==> src/rtl/mips_ctrl_pkg.sv <==
// Shared encodings for the multi-cycle MIPS main control unit:
// FSM states, opcodes and the datapath mux/ALU select codes.
package mips_ctrl_pkg;

  typedef enum logic [3:0] {
    S_FETCH    = 4'd0,
    S_DECODE   = 4'd1,
    S_MEMADR   = 4'd2,
    S_MEMRD    = 4'd3,
    S_MEMWB    = 4'd4,
    S_MEMWR    = 4'd5,
    S_EXEC     = 4'd6,
    S_ALUWB    = 4'd7,
    S_BRANCH   = 4'd8,
    S_ADDIEXEC = 4'd9,
    S_ADDIWB   = 4'd10,
    S_JUMP     = 4'd11
  } state_e;

  localparam logic [5:0] OP_RTYPE = 6'b000000;
  localparam logic [5:0] OP_LW    = 6'b100011;
  localparam logic [5:0] OP_SW    = 6'b101011;
  localparam logic [5:0] OP_BEQ   = 6'b000100;
  localparam logic [5:0] OP_BNE   = 6'b000101;
  localparam logic [5:0] OP_ADDI  = 6'b001000;
  localparam logic [5:0] OP_J     = 6'b000010;

  localparam logic [1:0] ULA_ADD   = 2'b00;
  localparam logic [1:0] ULA_SUB   = 2'b01;
  localparam logic [1:0] ULA_FUNCT = 2'b10;

  localparam logic [1:0] SRCB_REG     = 2'b00;
  localparam logic [1:0] SRCB_FOUR    = 2'b01;
  localparam logic [1:0] SRCB_IMM     = 2'b10;
  localparam logic [1:0] SRCB_IMM_SH2 = 2'b11;

  localparam logic [1:0] PCSRC_ALU    = 2'b00;
  localparam logic [1:0] PCSRC_ALUOUT = 2'b01;
  localparam logic [1:0] PCSRC_JUMP   = 2'b10;

  // States that stall on the memory ready handshake.
  function automatic logic is_mem_wait(state_e s);
    return (s == S_FETCH) || (s == S_MEMRD) || (s == S_MEMWR);
  endfunction

endpackage

==> src/rtl/mips_wait_timer.sv <==
// Memory-wait watchdog: counts enabled cycles, flags the cycle that is the
// MEM_WAIT_MAX-th consecutive wait. MEM_WAIT_MAX must lie in 1..255.
module mips_wait_timer #(
  parameter int MEM_WAIT_MAX = 255
) (
  input  logic clock,
  input  logic reset,
  input  logic clr,
  input  logic en,
  output logic expired
);

  localparam logic [7:0] LAST = 8'(MEM_WAIT_MAX - 1);

  logic [7:0] cnt_q, cnt_d;

  always_comb begin
    cnt_d = cnt_q;
    if (clr)     cnt_d = '0;
    else if (en) cnt_d = cnt_q + 8'd1;
  end

  assign expired = en && (cnt_q == LAST);

  always_ff @(posedge clock or posedge reset) begin
    if (reset) cnt_q <= '0;
    else       cnt_q <= cnt_d;
  end

endmodule

==> src/rtl/mips_control_fsm.sv <==
// Multi-cycle MIPS main control: sequences FETCH/DECODE/execute states,
// memory accesses wait on mem_ready with a timeout watchdog.
module mips_control_fsm
  import mips_ctrl_pkg::*;
#(
  parameter int MEM_WAIT_MAX = 255,
  parameter int CNT_W        = 32
) (
  input  logic             clock,
  input  logic             reset,
  input  logic [5:0]       opcode,
  input  logic             mem_ready,
  output logic             pc_write,
  output logic             pc_write_cond,
  output logic             branch_ne,
  output logic [1:0]       pc_source,
  output logic             i_or_d,
  output logic             mem_read,
  output logic             mem_write,
  output logic             ir_write,
  output logic             reg_dst,
  output logic             mem_to_reg,
  output logic             reg_write,
  output logic             alu_src_a,
  output logic [1:0]       alu_src_b,
  output logic [1:0]       ula_operation,
  output logic [3:0]       state_dbg,
  output logic [CNT_W-1:0] instr_count,
  output logic             illegal_op,
  output logic             mem_error
);

  state_e           state_q, state_d;
  logic [CNT_W-1:0] count_q;
  logic             illegal_q, mem_err_q;
  logic             pcw, pcwc, mrd, mwr, irw, rw;
  logic             retire, illegal_set, wait_en, wait_clr, timeout;

  assign wait_en  = is_mem_wait(state_q) && !mem_ready;
  assign wait_clr = !wait_en || (state_d != state_q) || timeout;

  mips_wait_timer #(.MEM_WAIT_MAX(MEM_WAIT_MAX)) u_wait_timer (
    .clock   (clock),
    .reset   (reset),
    .clr     (wait_clr),
    .en      (wait_en),
    .expired (timeout)
  );

  always_comb begin
    state_d       = state_q;
    pcw           = 1'b0;
    pcwc          = 1'b0;
    mrd           = 1'b0;
    mwr           = 1'b0;
    irw           = 1'b0;
    rw            = 1'b0;
    branch_ne     = 1'b0;
    pc_source     = PCSRC_ALU;
    i_or_d        = 1'b0;
    reg_dst       = 1'b0;
    mem_to_reg    = 1'b0;
    alu_src_a     = 1'b0;
    alu_src_b     = SRCB_REG;
    ula_operation = ULA_ADD;
    retire        = 1'b0;
    illegal_set   = 1'b0;
    case (state_q)
      S_FETCH: begin
        mrd       = 1'b1;
        alu_src_b = SRCB_FOUR;
        if (mem_ready) begin
          irw     = 1'b1;
          pcw     = 1'b1;
          state_d = S_DECODE;
        end
      end
      S_DECODE: begin
        alu_src_b = SRCB_IMM_SH2;
        case (opcode)
          OP_RTYPE:      state_d = S_EXEC;
          OP_LW, OP_SW:  state_d = S_MEMADR;
          OP_BEQ, OP_BNE: state_d = S_BRANCH;
          OP_ADDI:       state_d = S_ADDIEXEC;
          OP_J:          state_d = S_JUMP;
          default: begin
            state_d     = S_FETCH;
            illegal_set = 1'b1;
          end
        endcase
      end
      S_MEMADR: begin
        alu_src_a = 1'b1;
        alu_src_b = SRCB_IMM;
        state_d   = (opcode == OP_SW) ? S_MEMWR : S_MEMRD;
      end
      S_MEMRD: begin
        mrd    = 1'b1;
        i_or_d = 1'b1;
        if (mem_ready) state_d = S_MEMWB;
      end
      S_MEMWB: begin
        mem_to_reg = 1'b1;
        rw         = 1'b1;
        retire     = 1'b1;
        state_d    = S_FETCH;
      end
      S_MEMWR: begin
        mwr    = 1'b1;
        i_or_d = 1'b1;
        if (mem_ready) begin
          retire  = 1'b1;
          state_d = S_FETCH;
        end
      end
      S_EXEC: begin
        alu_src_a     = 1'b1;
        ula_operation = ULA_FUNCT;
        state_d       = S_ALUWB;
      end
      S_ALUWB: begin
        reg_dst = 1'b1;
        rw      = 1'b1;
        retire  = 1'b1;
        state_d = S_FETCH;
      end
      S_BRANCH: begin
        alu_src_a     = 1'b1;
        ula_operation = ULA_SUB;
        pcwc          = 1'b1;
        pc_source     = PCSRC_ALUOUT;
        branch_ne     = (opcode == OP_BNE);
        retire        = 1'b1;
        state_d       = S_FETCH;
      end
      S_ADDIEXEC: begin
        alu_src_a = 1'b1;
        alu_src_b = SRCB_IMM;
        state_d   = S_ADDIWB;
      end
      S_ADDIWB: begin
        rw      = 1'b1;
        retire  = 1'b1;
        state_d = S_FETCH;
      end
      S_JUMP: begin
        pcw       = 1'b1;
        pc_source = PCSRC_JUMP;
        retire    = 1'b1;
        state_d   = S_FETCH;
      end
      default: state_d = S_FETCH;
    endcase
    // Abandoned access: no retire is possible here since timeout implies !mem_ready.
    if (timeout) state_d = S_FETCH;
  end

  always_ff @(posedge clock or posedge reset) begin
    if (reset) begin
      state_q   <= S_FETCH;
      count_q   <= '0;
      illegal_q <= 1'b0;
      mem_err_q <= 1'b0;
    end else begin
      state_q <= state_d;
      if (retire)      count_q   <= count_q + CNT_W'(1);
      if (illegal_set) illegal_q <= 1'b1;
      if (timeout)     mem_err_q <= 1'b1;
    end
  end

  assign pc_write      = pcw  & ~reset;
  assign pc_write_cond = pcwc & ~reset;
  assign mem_read      = mrd  & ~reset;
  assign mem_write     = mwr  & ~reset;
  assign ir_write      = irw  & ~reset;
  assign reg_write     = rw   & ~reset;
  assign state_dbg     = state_q;
  assign instr_count   = count_q;
  assign illegal_op    = illegal_q;
  assign mem_error     = mem_err_q;

endmodule
==> config.mk <==
export PLATFORM = sky130hd
export DESIGN_NAME = mips_control_fsm
export DESIGN_NICKNAME = d
export VERILOG_FILES = /design/src/rtl/mips_ctrl_pkg.sv /design/src/rtl/mips_wait_timer.sv /design/src/rtl/mips_control_fsm.sv
export SDC_FILE = /design/constraint.sdc
export NUM_CORES = 1
export LEC_CHECK = 0
export CAP_MARGIN = 10
export CORE_MARGIN = 2
export CORE_UTILIZATION = 30
export CTS_CLUSTER_DIAMETER = 40
export DETAILED_ROUTE_END_ITERATION = 8
export DONT_BUFFER_PORTS = 1
export PLACE_DENSITY_LB_ADDON = 0.2
export SETUP_SLACK_MARGIN = 0.05
export SLEW_MARGIN = 5
export SYNTH_ARGS = -nofsm -noshare
export SYNTH_HDL_FRONTEND = slang
export SYNTH_SLANG_ARGS = --single-unit
==> constraint.sdc <==
create_clock -name clock -period 1.66 [get_ports clock]
set_input_delay 0.083 -clock clock [delete_from_list [all_inputs] [get_ports clock]]
set_output_delay 0.083 -clock clock [all_outputs]
set_load 0.005 [all_outputs]
==> qor.csv <==
metric,value,unit
routed vias,2159,
critical path class,reg -> reg,
Bufs and invs on worst path,1,
WL/cell,14.5,um
final hold viol count,0,
initial antenna violation count,0,
clk_lat worst skew,0.30,ns
share of cells above drive strength 1,34.6,%
Final Cycle Share,100,%
Leakage,1.69,nW
GR Util All Layers,14.2,%
crit start category,flip-flop,
DIE HEIGHT,95.9,um
f_max,601,MHz
Detail Route Antenna Nets,0,
Slew @ Worst Pin,0.389,ns
I/O pins,64,
synth unique cells,42,
Critical Path RT,1.89,ns
slew margin rel.,74.0,%
Worst setup EP type,flip-flop,
failing checks,setup timing,
remaining global-route overflow,0,
Post-DP Area,3090,um2
via-per-instance ratio,4.91,
clk buf depth,2,
maxcap violations,0,
largest net degree at the start of global routing,19,
DRT iter0 DRCs,63,
yosys synthesis warning count,0,
pwr dens,1010,nW/um2
"flops & latches, synth",46,
post-synth top area cell,dfrtp_1,
outcome,"finished, violations left",
GP Congestion,0.839,
Worst-path clk slew,0.10,ns
"commonest non-fill, non-tap cell in the layout",buf_4,
Finished Core Util,42.7,%
unrepaired setup endpoints after global routing,yes,
initial core utilization,30.8,%
Crit Path Max Fanout,6,
top cell type's share of synthesized area,45.4,%
Synth Cell Area,2530,um2
post-synthesis sequential area ratio,45.4,%
DP HPWL,4630,um
DR pass1 iterations,4,
min-delay worst type,in -> reg,
Die X-Extent,95.9,um
Synth Net Count,281,
# setup viols final,1,
num rows,33,
final number of max-transition violations,0,
pre-CTS setup slack,-0.0734,ns
Crit path max-delay family,simple AND/OR/NAND/NOR gates,
first-pass GRT wire length,10200,um
H-tree depth,2,
Synth area leaders,"dfrtp_1 45%, xor2_1 8.3%, xnor2_1 5.5%, nor2_1 4.9%, nor3_1 3.8%",
final WL,6380,um
vias in the first global route,2066,
Final Worst Setup Slack,-0.00469,ns
Syn Area/Cell,9.42,um2
core area,8220,um2
Final Cell Area,3510,um2
slowest CP cell,dfrtp_2,
drt drc,0,
nets@finish,346,
PnR Total Power,3.52,mW
port bufs,0,
Area growth syn-to-layout,38.4,%
CTS tree,done,
number of clock sinks,46,
clock skew,0.0113,ns
Num CTS Buffers,5,
WP data arrival,1.90,ns
die area,9200,um2
Mapped Cells,269,
critical path cell sequence,"nand2b_4, a221oi_4, buf_4, nand3_4, nor3_2, xor2_1",
"commonest non-fill, non-tap cells in the layout","61 x buf_4, 43 x dfrtp_1, 31 x nor2_1",
Peak supply drop,444,uV
minimum clock period,1.66,ns
diode count,0,
Clock Tree Root,clkbuf_8,
CP peak stage delay,0.46,ns
## repair_timing
item | CTS | global route
setup buffers | 8 | 5
endpoints found under the hold margin | 15 | 0
resized for setup | 26 | 14
pin swaps | 10 | 14
hold buffers | 1 | 0
endpoints found under the setup margin | 33 | 32
## final timing paths
path	start	to	slack, ns	cells after the start
hold reg to reg	instr_count[31]	instr_count[31]	0.50	1
setup / recovery	state_dbg[3]	instr_count[13]	-0.005	6
setup reg to reg	state_dbg[3]	instr_count[13]	-0.005	6
max in group asynchronous	reset	state_dbg[3]	0.86	3
hold / removal	opcode[4]	state_dbg[3]	0.06	3
min in group asynchronous	reset	instr_count[4]	0.21	2
## layer usage
metal	up-vias	global-route usage [%]	part of all wire [%]
met1	1040	19.1	47
li1	1066	-	-
met5	-	0	0
met4	0	3.81	1.1
met2	47	22.7	47
met3	6	3.76	5.4
## kinds of logic after synthesis
logic type                 share of synthesized area (%)
adders and majority gates                           1.48
muxes                                               1.23
DFF                                                 45.4
buffers and inverters                               2.67
xor gates and xnor gates                            13.8
AOI/OAI and AO/OA                                   7.61
and+or+nand+nor                                     27.8
## layout make-up
cell class              instances  area, um2
fillers                       824       4710
multi-input cells             206       1520
flip-flops and latches         46       1150
repair buffers                 69        559
well taps                     105        131
clock buffers                   5       68.8
clock inverters                 3       48.8
inverters                       6       22.5
## registers in the layout, indices dropped and copies added, names as in the netlist
name	cells
instr_count	32
illegal_op	1
mem_error	1
u_wait_timer.cnt_q	8
state_dbg	4
## worst reg2reg max path: cells and delay by family (launching register included)
kind | cells | cell delay [ns]
and+or+nand+nor | 3 | 0.48
buffers and inverters | 1 | 0.18
xor gates and xnor gates | 1 | 0.17
AOI/OAI and AO/OA | 1 | 0.31
DFF | 1 | 0.46
## report_power, final
part,internal [mW],switching [mW],leakage [nW]
Combinational,0.633,0.694,1.02
Sequential,1.21,0.101,0.608
Clock,0.459,0.427,0.0563
Total,2.30,1.22,1.69
## cells in the mapped netlist (all sizes together)
cell	instances
o31ai	1
nand2	15
or2	1
mux2i	2
a21boi	1
and3	9
nand3b	2
buf	6
xnor2	16
o21a	1
ha	3
nor3	19
nor2b	4
nand3	16
nand2b	7
a21o	3
o22ai	1
o22a	2
nand4	12
a221oi	2
xor2	24
and4	2
dfrtp	46
nor3b	2
and4b	1
inv	6
a21oi	11
o21ai	7
clkbuf	5
or3	1
or3b	1
a41o	1
nor4	3
mux2	1
nor2	33
and2	2
## metrics by stage
step	TNS [ns]	hold slack (ns)	instances
2_1_floorplan	0	0.197	269
3_3_place_gp	-0.0222	-0.0277	418
3_5_place_dp	-0.377	-0.0302	418
5_1_grt	-0.743	0.0909	440
6_report	-0.00469	0.0622	440
4_1_cts	-0.0363	0.0720	435
No activity file was read; power rests on OpenSTA's default activity.
